$ cat src/rtl/ps2_mouse_track_funcmod_pkg.sv
// rtl/ps2_mouse_track_funcmod_pkg.sv - shared packet field indices and widths for the mouse tracker
// Purpose: bit positions inside the 32-bit PS/2 packet word, plus the position and wheel widths.
// Ports: none (package).
package ps2_mouse_pkg;

  localparam int PKT_W   = 32;

  // packet bit-field indices
  localparam int BTN_L   = 0;
  localparam int BTN_R   = 1;
  localparam int BTN_M   = 2;
  localparam int X_SIGN  = 4;
  localparam int Y_SIGN  = 5;
  localparam int X_OVF   = 6;
  localparam int Y_OVF   = 7;
  localparam int X_LSB   = 8;
  localparam int Y_LSB   = 16;
  localparam int Z_LSB   = 24;

  localparam int POS_W   = 10;
  localparam int WHEEL_W = 8;
  localparam int DELTA_W = 9;
  localparam int CALC_W  = 12;

endpackage

$ cat src/rtl/ps2_mouse_track_funcmod_if.sv
// rtl/ps2_mouse_track_funcmod_if.sv - packet strobe bundle from the PS/2 read stage
// Purpose: carries the packet trigger, packet word and recenter strobe.
// Ports: iTrig (packet strobe), iData (packet word), iClear (recenter strobe).
//   master: read stage / controller side (drives); slave: tracker side (receives).
interface ps2_mouse_track_funcmod_if;
  import ps2_mouse_pkg::*;

  logic             iTrig;
  logic [PKT_W-1:0] iData;
  logic             iClear;

  modport master (output iTrig, output iData, output iClear);
  modport slave  (input  iTrig, input  iData, input  iClear);

endinterface

$ cat src/rtl/ps2_mouse_track_funcmod_clamp_add.sv
// rtl/ps2_mouse_track_funcmod_clamp_add.sv - signed add of a position and a 9-bit delta, clamped to [0, MAX]
// Purpose: one axis of cursor update. NEGATE subtracts the delta instead of adding it.
// Ports: base (12-bit signed position), delta (9-bit signed), result (clamped position).
module clamp_add
  import ps2_mouse_pkg::*;
#(
  parameter int   MAX    = 639,
  parameter logic NEGATE = 1'b0
) (
  input  logic signed [CALC_W-1:0]  base,
  input  logic signed [DELTA_W-1:0] delta,
  output logic        [POS_W-1:0]   result
);

  localparam logic signed [CALC_W-1:0] MAX_S = CALC_W'(MAX);

  logic signed [CALC_W-1:0] delta_ext;
  logic signed [CALC_W-1:0] sum;

  // Negation is done after widening so that -(-256) = +256 is representable.
  always_comb begin
    delta_ext = {{(CALC_W-DELTA_W){delta[DELTA_W-1]}}, delta};
    if (NEGATE) begin
      delta_ext = -delta_ext;
    end
    sum = base + delta_ext;
    if (sum < 0) begin
      result = '0;
    end else if (sum > MAX_S) begin
      result = MAX_S[POS_W-1:0];
    end else begin
      result = sum[POS_W-1:0];
    end
  end

endmodule

$ cat src/rtl/ps2_mouse_track_funcmod.sv
// rtl/ps2_mouse_track_funcmod.sv - PS/2 packet decoder accumulating cursor, wheel and button edges
// Purpose: two-stage pipeline. Stage 1 captures the packet deltas/buttons; stage 2 updates the
//   clamped cursor, saturating wheel and button press/release pulses.
// Ports: CLOCK, RESET (sync, active-high); pkt (iTrig/iData/iClear, slave);
//   oX/oY cursor, oZ wheel, oBtn levels {M,R,L}, oPress/oRelease edge pulses, oDone update pulse.
module ps2_mouse_track_funcmod
  import ps2_mouse_pkg::*;
#(
  parameter int X_MAX  = 639,
  parameter int Y_MAX  = 479,
  parameter int X_INIT = 320,
  parameter int Y_INIT = 240
) (
  input  logic                      CLOCK,
  input  logic                      RESET,
  ps2_mouse_track_funcmod_if.slave  pkt,
  output logic [POS_W-1:0]          oX,
  output logic [POS_W-1:0]          oY,
  output logic signed [WHEEL_W-1:0] oZ,
  output logic [2:0]                oBtn,
  output logic [2:0]                oPress,
  output logic [2:0]                oRelease,
  output logic                      oDone
);

  // ---------------- stage 1: decode and register ----------------
  logic                      v1;
  logic                      v2;
  logic signed [DELTA_W-1:0] dx_in, dy_in, dz_in;
  logic signed [DELTA_W-1:0] dx_q, dy_q, dz_q;
  logic [2:0]                btn_in, btn_q;
  logic                      unused_bits;

  always_comb begin
    dx_in  = pkt.iData[X_OVF] ? '0 : {pkt.iData[X_SIGN], pkt.iData[X_LSB +: 8]};
    dy_in  = pkt.iData[Y_OVF] ? '0 : {pkt.iData[Y_SIGN], pkt.iData[Y_LSB +: 8]};
    dz_in  = {{(DELTA_W-4){pkt.iData[Z_LSB+3]}}, pkt.iData[Z_LSB +: 4]};
    btn_in = {pkt.iData[BTN_M], pkt.iData[BTN_R], pkt.iData[BTN_L]};
  end

  assign unused_bits = ^{pkt.iData[PKT_W-1:Z_LSB+4], pkt.iData[3]};

  // A clear in the same cycle as a trigger discards that packet.
  always_ff @(posedge CLOCK) begin
    if (RESET || pkt.iClear) begin
      v1 <= 1'b0;
    end else begin
      v1 <= pkt.iTrig;
      if (pkt.iTrig) begin
        dx_q  <= dx_in;
        dy_q  <= dy_in;
        dz_q  <= dz_in;
        btn_q <= btn_in;
      end
    end
  end

  // ---------------- stage 2: accumulate ----------------
  logic [POS_W-1:0]          nx, ny;
  logic signed [DELTA_W-1:0] nz;
  logic signed [WHEEL_W-1:0] z_sat;

  clamp_add #(.MAX(X_MAX), .NEGATE(1'b0)) u_clamp_x (
    .base   ({2'b00, oX}),
    .delta  (dx_q),
    .result (nx)
  );

  // PS/2 Y grows upward while screen Y grows downward.
  clamp_add #(.MAX(Y_MAX), .NEGATE(1'b1)) u_clamp_y (
    .base   ({2'b00, oY}),
    .delta  (dy_q),
    .result (ny)
  );

  always_comb begin
    nz = $signed({oZ[WHEEL_W-1], oZ}) + dz_q;
    if (nz > 9'sd127) begin
      z_sat = 8'sd127;
    end else if (nz < -9'sd128) begin
      z_sat = -8'sd128;
    end else begin
      z_sat = nz[WHEEL_W-1:0];
    end
  end

  always_ff @(posedge CLOCK) begin
    if (RESET) begin
      oX       <= POS_W'(X_INIT);
      oY       <= POS_W'(Y_INIT);
      oZ       <= '0;
      oBtn     <= '0;
      oPress   <= '0;
      oRelease <= '0;
      v2       <= 1'b0;
    end else begin
      oPress   <= '0;
      oRelease <= '0;
      v2       <= 1'b0;
      if (pkt.iClear) begin
        // buttons keep their level so no spurious edges appear afterwards
        oX <= POS_W'(X_INIT);
        oY <= POS_W'(Y_INIT);
        oZ <= '0;
      end else if (v1) begin
        oX       <= nx;
        oY       <= ny;
        oZ       <= z_sat;
        oPress   <= btn_q & ~oBtn;
        oRelease <= ~btn_q & oBtn;
        oBtn     <= btn_q;
        v2       <= 1'b1;
      end
    end
  end

  assign oDone = v2;

endmodule
$ cat src/flat_wrapper.sv
// flat-port wrapper written by rule: the top's interface ports become plain ports
module ps2_mouse_track_funcmod_flat import ps2_mouse_pkg::*;
#(
  parameter int X_MAX  = 639,
  parameter int Y_MAX  = 479,
  parameter int X_INIT = 320,
  parameter int Y_INIT = 240
)
  (CLOCK, RESET, oX, oY, oZ, oBtn, oPress, oRelease, oDone, pkt_iTrig, pkt_iData, pkt_iClear);
  ps2_mouse_track_funcmod_if pkt_i ();
  input  logic CLOCK;
  input  logic RESET;
  output logic [POS_W-1:0] oX;
  output logic [POS_W-1:0] oY;
  output logic signed [WHEEL_W-1:0] oZ;
  output logic [2:0] oBtn;
  output logic [2:0] oPress;
  output logic [2:0] oRelease;
  output logic oDone;
  input wire logic [$bits(pkt_i.iTrig)-1:0] pkt_iTrig;
  input wire logic [$bits(pkt_i.iData)-1:0] pkt_iData;
  input wire logic [$bits(pkt_i.iClear)-1:0] pkt_iClear;
  assign pkt_i.iTrig = pkt_iTrig;
  assign pkt_i.iData = pkt_iData;
  assign pkt_i.iClear = pkt_iClear;
  ps2_mouse_track_funcmod #(.X_MAX(X_MAX), .Y_MAX(Y_MAX), .X_INIT(X_INIT), .Y_INIT(Y_INIT)) u_core (.CLOCK(CLOCK), .RESET(RESET), .pkt(pkt_i), .oX(oX), .oY(oY), .oZ(oZ), .oBtn(oBtn), .oPress(oPress), .oRelease(oRelease), .oDone(oDone));
endmodule
$ cat config.mk
export PLATFORM = sky130hd
export DESIGN_NAME = ps2_mouse_track_funcmod_flat
export DESIGN_NICKNAME = d
export VERILOG_FILES = /design/src/rtl/ps2_mouse_track_funcmod_pkg.sv /design/src/rtl/ps2_mouse_track_funcmod_if.sv /design/src/rtl/ps2_mouse_track_funcmod_clamp_add.sv /design/src/rtl/ps2_mouse_track_funcmod.sv /design/src/flat_wrapper.sv
export SDC_FILE = /design/constraint.sdc
export NUM_CORES = 1
export LEC_CHECK = 0
export BUFFER_PORTS_ARGS = -buffer_cell sky130_fd_sc_hd__buf_2
export CAP_MARGIN = 40
export CORE_MARGIN = 2
export CORE_UTILIZATION = 55
export DETAILED_ROUTE_END_ITERATION = 16
export GPL_TIMING_DRIVEN = 0
export HOLD_SLACK_MARGIN = 0.08
export PLACE_DENSITY = 0.8
export SYNTH_ARGS = -nofsm -noshare
export SYNTH_HDL_FRONTEND = slang
export SYNTH_SLANG_ARGS = --single-unit
$ cat constraint.sdc
create_clock -name CLOCK -period 3.8 [get_ports CLOCK]
set_input_delay 1.14 -clock CLOCK [delete_from_list [all_inputs] [get_ports CLOCK]]
set_output_delay 1.14 -clock CLOCK [all_outputs]
set_load 0.03 [all_outputs]
==> reports/results.ini <==
[yosys]
synth_ff_type=dfxtp_1
syn_area_um2=3710
synth-edff-count=25
ys_warn_count=0
ys_seq_area_share_pct=41.3
ys_types=63
syn-num-nets=437
ys_ff_latch=64
avgSynthCellArea_um2=10.1
async_flop_share_pct=0
netlist_instances=368

[worst_hold_path]
hp-class=flip-flop to flip-flop
hold_depth=1

[die]
coreArea_um2=6420
die_x_um=86.2
ios=74
die_area_um2=7420
die_h_um=86.2
num_rows=29
initial_core_util_pct=57.8

[grt]
grt_pass1_vias=2920
grt_pass1_wl_um=13200
grt.overflow.total=0
grt_max_degree=17
grt_usage_pct=22.7
antenna_found_initial=0

[routing]
vias=3069
drt_first_pass_iters=4
wire_per_inst_um=15.1
wirelength_um=8030
ant_nets=0
vias_per_cell=5.79
drc=0
drt-initial-drc-count=184

[clock_network]
root_buffer=clkbuf_8
cts_made_buffers=9
cts_hold_buf=0
cts.clk_slew.worst_paths_ps=60
htree_levels=3
clock-sinks=64
cts_tree=built
cts_setup_buffers=0
ctsLongestPathBuffers=2
post_cts_resized=0
clkLatencyLatePin_ps=330

[finish]
nFillCells=510
area_delta_synth_final_pct=16.9
drive_gt1_share_pct=21.6
fin_cells=530
diodes=0
nets=517
final_cell_area_um2=4340

[pwr]
total_power_mw=1.49
leakagePower_nw=1.87
irDropWorstVdd_mv=0.271
power_density_nw_per_um2=343

[placement]
dpl_cell_area_um2=4180
hpwl_um=5970
gp_congestion=0.842
port_buffers=68
pre_cts_slack_ps=597
dp.cells=514

[setup_path]
crit_type=flip-flop to flip-flop
cp-end-kind=flip-flop
reg2reg_depth=8
cp.required_ps=4070
crit_arrival_ps=3360
critPathLaunchType=flip-flop
critPathMaxFanout=9

[timing]
setup_viol=0
timing.final.crit_share_pct=81.2
slew_headroom_pct=50.4
period_minus_slack_ps=3080
worst_slack_ps=716
worst_pin_slew_ps=738
fin_setup_tns_ps=0
finalHoldViolCount=0
rsz0062_at_grt=no
skew_ps=9.10
fmaxAchievable_ghz=0.324
slew_viol_final=0

[run_status]
status=finished clean

[job]
cap_violations=0

-- power breakdown --
group	switching (mW)	internal [mW]	leakage, nW
registers	0.0136	0.735	0.529
clock network	0.240	0.255	0.0817
logic	0.140	0.105	1.26
total	0.394	1.10	1.87
-- layout make-up --
| cell class | count | area, µm² | area share, % |
|---|---|---|---|
| inverters | 24 | 90.1 | 2.08 |
| clock buffers | 15 | 156 | 3.61 |
| well taps | 77 | 96.3 | 2.22 |
| multi-input cells | 274 | 2040 | 47.0 |
| plain buffers | 6 | 53.8 | 1.24 |
| clock inverters | 1 | 5.00 | 0.115 |
| flip-flops and latches | 64 | 1530 | 35.3 |
| repair buffers | 69 | 368 | 8.48 |
-- final timing paths --
path | slack [ps] | to | from
setup / recovery | 720 | u_core.oX[2] | u_core.dx_q[8]
setup reg to reg | 720 | u_core.oX[2] | u_core.dx_q[8]
hold / removal | 470 | u_core.oRelease[1] | u_core.btn_q[1]
hold reg to reg | 470 | u_core.oRelease[1] | u_core.btn_q[1]
-- layer usage --
metal | global-route usage [%] | wire length (µm)
met4 | 9.81 | 108
met3 | 5.20 | 468
met2 | 35.2 | 3810
met5 | 0 | 0
met1 | 30.5 | 3640
-- cells in the mapped netlist, types with 3 or more instances --
library cell	n	share of area [%]
dfxtp_1	39	21
nand2b_1	5	0.84
xnor2_1	8	1.9
maj3_1	3	0.81
nor2b_1	22	3.7
ha_1	30	10
o21ai_0	13	1.8
a21oi_1	21	2.8
a221o_1	10	2.7
nor2_1	21	2.1
xor2_1	9	2.1
o211ai_1	4	0.81
nand2_1	21	2.1
o21a_1	7	1.4
inv_1	23	2.3
nor3_1	17	2.3
o21ai_1	10	1.3
edfxtp_1	25	20
o22ai_1	4	0.67
nor3b_1	7	1.4
fa_1	3	1.6
mux2i_1	5	1.3
o31ai_1	3	0.61
a21o_1	3	0.61
and2_1	3	0.51
-- sequential cells by signal, indices dropped and copies added, names as in the netlist --
signal / flops
u_core.dy_q: 9
u_core.oPress: 3
u_core.btn_q: 3
u_core.oRelease: 3
u_core.oX: 10
u_core.oY: 10
u_core.dx_q: 9
u_core.dz_q: 4
u_core.oZ: 8
u_core.oDone: 1
u_core.oBtn: 3
u_core.v1: 1
-- worst max-delay path: stages, from the launching register on --
cell and delay, ps:
edfxtp_1 530, ha_1 390, a21oi_1 180, o21ai_0 140, a21o_1 230, a21oi_1 270
mux2i_1 630, a21boi_1 480, a221o_1 180
-- per-stage QoR --
| step | hold WS, ps | util, % |
|---|---|---|
| 3_5_place_dp | 456 | 65.0 |
| 6_report | 469 | 67.5 |
| 3_3_place_gp | 449 | 64.6 |
| 2_1_floorplan | 433 | - |
| 5_1_grt | 482 | 67.5 |
| 4_1_cts | 466 | 67.5 |
-- cells in the final DEF (no fill, tap or decap), types with 8 or more instances in the layout --
cell type  synthesis  layout
buf_2              0      68
dfxtp_1           39      39
ha_1              30      30
edfxtp_1          25      25
inv_1             23      23
nor2b_1           22      22
nor2_1            21      21
a21oi_1           21      21
nand2_1           21      21
nor3_1            17      17
o21ai_0           13      13
clkbuf_8           2      12
o21ai_1           10      10
a221o_1           10      10
xor2_1             9       9
xnor2_1            8       8
-- cells by family (layout without fill, tap and decap cells) --
group           count (synthesis)  in the layout  share of synthesized area [%]
compound gates                100            100                           19.8
xor+xnor                       18             18                           4.45
fa+ha+maj                      36             36                           12.5
buf+inv                        30            115                           3.88
flops                          64             64                           41.3
mux                             5              5                           1.35
simple gates                  115            115                           16.7
Power figures use the tool's default switching activity.
